$ cat config.mk
export PLATFORM = sky130hd
export DESIGN_NAME = add_arb
export DESIGN_NICKNAME = d
export VERILOG_FILES = /design/src/rtl/add_pkg.sv /design/src/rtl/add_arb_pick.sv /design/src/rtl/add_arb.sv
export SDC_FILE = /design/constraint.sdc
export NUM_CORES = 1
export LEC_CHECK = 0
export BUFFER_PORTS_ARGS = -buffer_cell sky130_fd_sc_hd__clkbuf_2
export CELL_PAD_IN_SITES_DETAIL_PLACEMENT = 0
export CELL_PAD_IN_SITES_GLOBAL_PLACEMENT = 1
export CORE_UTILIZATION = 34
export DETAILED_ROUTE_END_ITERATION = 12
export PLACE_DENSITY_LB_ADDON = 0.1
export SYNTH_ARGS = -nofsm -noshare
export SYNTH_HDL_FRONTEND = slang
export SYNTH_HIERARCHICAL = 1
export SYNTH_SLANG_ARGS = --single-unit
$ cat constraint.sdc
create_clock -name CLK -period 1.7 [get_ports CLK]
set_input_delay 0.17 -clock CLK [delete_from_list [all_inputs] [get_ports CLK]]
set_output_delay 0.17 -clock CLK [all_outputs]
set_load 0.005 [all_outputs]
$ cat src/rtl/add_pkg.sv
// Shared types and constants for the add_arb adder-sharing slice.
// Optional feature macro: ADD_ARB_RR_EN (round-robin arbitration).
package add_pkg;

    typedef enum logic [1:0] {
        ST_IDLE  = 2'd0,
        ST_ISSUE = 2'd1,
        ST_WAIT  = 2'd2,
        ST_DONE  = 2'd3
    } state_t;

    localparam int unsigned ADD_W = 6;

    // Counter must hold the value ADD_LAT itself.
    function automatic int unsigned cnt_width(input int unsigned lat);
        return $clog2(lat + 1);
    endfunction

endpackage

$ cat src/rtl/add_arb_pick.sv
// Combinational winner select for add_arb.
// Optional feature macro: ADD_ARB_RR_EN -- round-robin search starting at ptr;
// otherwise fixed priority with the lowest index winning.
module add_arb_pick #(
    parameter int unsigned N  = 2,
    parameter int unsigned PW = 1
) (
    input  logic [N-1:0]  req,
`ifdef ADD_ARB_RR_EN
    input  logic [PW-1:0] ptr,
`endif
    output logic [N-1:0]  gnt,
    output logic [PW-1:0] idx
);

`ifdef ADD_ARB_RR_EN
    int unsigned pos;
`endif
    logic found;

    // First requester encountered in search order wins; one-hot plus index.
    always_comb begin
        gnt   = '0;
        idx   = '0;
        found = 1'b0;
`ifdef ADD_ARB_RR_EN
        pos   = 0;
        for (int unsigned k = 0; k < N; k++) begin
            pos = (32'(ptr) + k) % N;
            if (!found && req[pos]) begin
                gnt[pos] = 1'b1;
                idx      = PW'(pos);
                found    = 1'b1;
            end
        end
`else
        for (int unsigned k = 0; k < N; k++) begin
            if (!found && req[k]) begin
                gnt[k] = 1'b1;
                idx    = PW'(k);
                found  = 1'b1;
            end
        end
`endif
    end

endmodule

$ cat src/rtl/add_arb.sv
// Shares one add_fsm adder between N requesters: pick a winner, issue the
// operands, wait ADD_LAT cycles, return add_result with a one-cycle done.
// Optional feature macro: ADD_ARB_RR_EN (round-robin instead of fixed priority).
module add_arb
    import add_pkg::*;
#(
    parameter int unsigned N       = 2,
    parameter int unsigned W       = ADD_W,
    parameter int unsigned ADD_LAT = 4
) (
    input  logic           CLK,
    input  logic           reset,
    input  logic [N-1:0]   req,
    input  logic [N*W-1:0] a_flat,
    input  logic [N*W-1:0] b_flat,
    output logic [N-1:0]   grant,
    output logic [N-1:0]   done,
    output logic [W-1:0]   result,
    output logic           busy,
    output logic           add_go,
    output logic [W-1:0]   add_a,
    output logic [W-1:0]   add_b,
    input  logic [W-1:0]   add_result
);

    localparam int unsigned PW = (N > 1) ? $clog2(N) : 1;
    localparam int unsigned CW = cnt_width(ADD_LAT);

    state_t        state, nxt;
    logic [PW-1:0] idx;
    logic [CW-1:0] cnt;
    logic [N-1:0]  pick_gnt;
    logic [PW-1:0] pick_idx;
    logic [N-1:0]  sel;

`ifdef ADD_ARB_RR_EN
    logic [PW-1:0] rr;
`endif

    add_arb_pick #(
        .N  (N),
        .PW (PW)
    ) u_pick (
        .req (req),
`ifdef ADD_ARB_RR_EN
        .ptr (rr),
`endif
        .gnt (pick_gnt),
        .idx (pick_idx)
    );

    assign sel = N'(1) << idx;

    // State register plus operand latch, latency counter and result capture.
    always_ff @(posedge CLK) begin
        if (reset) begin
            state  <= ST_IDLE;
            idx    <= '0;
            cnt    <= '0;
            result <= '0;
            add_a  <= '0;
            add_b  <= '0;
`ifdef ADD_ARB_RR_EN
            rr     <= '0;
`endif
        end else begin
            state <= nxt;
            case (state)
                ST_IDLE: begin
                    if (|pick_gnt) begin
                        idx   <= pick_idx;
                        add_a <= a_flat[pick_idx*W +: W];
                        add_b <= b_flat[pick_idx*W +: W];
                    end
                end
                ST_ISSUE: cnt <= CW'(ADD_LAT);
                ST_WAIT: begin
                    cnt <= cnt - 1'b1;
                    if (cnt == CW'(1))
                        result <= add_result;
                end
                ST_DONE: begin
`ifdef ADD_ARB_RR_EN
                    if (idx == PW'(N - 1))
                        rr <= '0;
                    else
                        rr <= idx + 1'b1;
`endif
                end
                default: ;
            endcase
        end
    end

    // Next-state decode and state-derived outputs.
    always_comb begin
        nxt    = state;
        add_go = 1'b0;
        busy   = 1'b1;
        grant  = '0;
        done   = '0;
        case (state)
            ST_IDLE: begin
                busy = 1'b0;
                if (|pick_gnt)
                    nxt = ST_ISSUE;
            end
            ST_ISSUE: begin
                add_go = 1'b1;
                grant  = sel;
                nxt    = ST_WAIT;
            end
            ST_WAIT: begin
                grant = sel;
                if (cnt == CW'(1))
                    nxt = ST_DONE;
            end
            ST_DONE: begin
                grant = sel;
                done  = sel;
                nxt   = ST_IDLE;
            end
            default: nxt = ST_IDLE;
        endcase
    end

endmodule
==> run summary <==
CTS clk-pin slew, worst paths -> 0.08 ns
Netlist cell types -> 27
Pwr dens -> 1320 nW/um^2
Main flop type after synthesis -> dfxtp_1
Synthesized area -> 1300 sq um
Core Rows -> 22
Syn_area_per_cell -> 10.6 sq um
Largest net degree at the start of global routing -> 26
Syn nets -> 164
CTS tree -> yes
Unrepaired setup endpoints after global routing -> false
Seq/Total Area, Yosys -> 37.1%
All-Layer GR Usage -> 12.5%
Bufs on Longest Clock Path -> 2
Post-synth ARST share -> 0%
Wire length of the first global-routing pass -> 4060 microns
LEAKAGE -> 0.786 nW
Drt initial violations -> 43
# H-tree levels -> 1
Period minus WS final -> 1.44 ns
Hold path depth -> 3
Crit Path Class -> flop to flop
Latest clock arrival within the worst-skew pair -> 0.26 ns
GPL Wtd Cong -> 0.774
Synth area leaders -> dfxtp_1 (37%), mux2i_1 (15%), a211oi_2 (12%)
Via Count -> 996
Final-stage net count -> 218
Worst vdd ir -> 0.727 mV
EDFF count, synth -> 0
IO Pins -> 58
Clock tree sinks -> 24
Setup TNS -> 0 ns
Worst EP arrival -> 1.57 ns
Area Growth Syn to Fin -> 24.9%
Fin util -> 44.2%
Max Cap Violations -> 0
CTS Buf Count -> 3
Drt first pass iters -> 4
Max Clock Skew -> 0.00521 ns
Crit. End Element -> flop
Least-Margin Pin Slew -> 0.636 ns
Most frequent cells in the layout -> clkbuf_2 (57), dfxtp_1 (24), mux2i_1 (20)
Vias/cell -> 4.49
Initial Util -> 35.4%
Vias in the first global route -> 927
Layout cells sized above 1 -> 48.9%
Initial antenna violation count -> 0
Final Max Tran Viols -> 0
Tcrit/Tclk final -> 84.5%
Synth area leader -> dfxtp_1
Die area -> 4060 sq um
Final hold vios -> 0
Residual DRC -> 0
CP max FO -> 25
Reg2Reg Depth -> 6
Min Hold Slack -> 0.142 ns
Root Driver -> clkbuf_8
Die Wd -> 63.7 microns
Die H -> 63.7 microns
# diodes -> 0
Core area -> 3660 sq um
Leading cell type in the layout, fill and taps excluded -> clkbuf_2
Overall power -> 2.14 mW
Hold WC Path Type -> input port to flop
Hold Buf Count CTS -> 0
Worst path required time -> 1.83 ns
Port buffer count -> 57
Final WL -> 2390 microns
Congestion Overflow GR -> 0
Fmax -> 696 MHz
Status -> completed
Cts repair resizes -> 0
DP Wirelength -> 1850 microns
Detailed-route wire length per cell -> 10.8 microns
Number of routed nets with antenna violations -> 0
Post-Synthesis Cells -> 122
Share of the synthesized area in the top cell type -> 37.1%
Setup-failing EPs final -> 0
Postcts setup bufs -> 0
Crit path launch type -> flop
#FFs+latches synth -> 24
Max-Slew Margin vs Limit -> 57.6%
Yosys warning count -> 6
[state kept, by name (all words and copies together), names as in the netlist]
register  cells
result        6
state         2
idx           1
add_a         6
add_b         6
cnt           3
[worst paths after layout]
check / start / slack [ns] / to
setup reg to reg: state[0]$_SDFFE_PP0P_ / 0.26 / idx$_SDFFE_PP0P_
hold reg to reg: cnt[1]$_SDFFE_PP0P_ / 0.47 / cnt[1]$_SDFFE_PP0P_
setup / recovery: state[0]$_SDFFE_PP0P_ / 0.26 / idx$_SDFFE_PP0P_
hold / removal: add_result[2] / 0.14 / result[2]$_SDFFE_PP0P_
[worst max-delay path: stages (launching register included)]
cell	delay, ns
dfxtp_1	0.34
inv_1	0.15
ha_1	0.20
o21a_1	0.17
buf_12	0.20
mux2i_1	0.21
nor2_1	0.05
[layer usage]
layer	wire, microns	vias to the layer above	GRT usage (%)
met1	1030	452	14.9
met5	0	-	0
met4	13	0	4.26
met3	119	2	2.50
met2	1230	24	22.2
li1	-	518	-
[Yosys cell counts (all sizes together), types with 2 or more instances]
cell type and count:
a211oi 13, a21oi 2, buf 9, dfxtp 24, ha 8, inv 5, mux2i 20, nand2b 5
nand3b 2, nor2 22, nor2b 3
[report_power, final]
group,internal (mW),leakage [nW],total (mW),switching [mW]
logic,0.487,0.568,1.01,0.519
clock network,0.158,0.0216,0.328,0.169
registers,0.705,0.197,0.804,0.0986
[cell families after synthesis]
logic type | count (synthesis) | share of synthesized area (%)
buf+inv | 15 | 8.49
flops | 24 | 37.1
fa+ha+maj | 8 | 7.72
mux | 21 | 16.3
compound gates | 18 | 14.9
simple gates | 36 | 15.5
[per-stage QoR]
step / instances / setup WS, ns / cell area, sq um
after global routing: 222 / 0.117 / 1620
final: 222 / 0.264 / 1620
after global placement: 219 / 0.314 / 1580
after CTS: 222 / 0.243 / 1620
after floorplan: 122 / 0.433 / 1300
after detailed placement: 219 / 0.261 / 1580
[layout make-up]
cell class              count  area (sq um)
inverters                   5          18.8
fillers                   348          2040
repair buffers             59           313
clock buffers               3          41.3
multi-input cells          83           706
flip-flops and latches     24           480
well taps                  48          60.1
No activity file was read; power rests on OpenSTA's default activity.
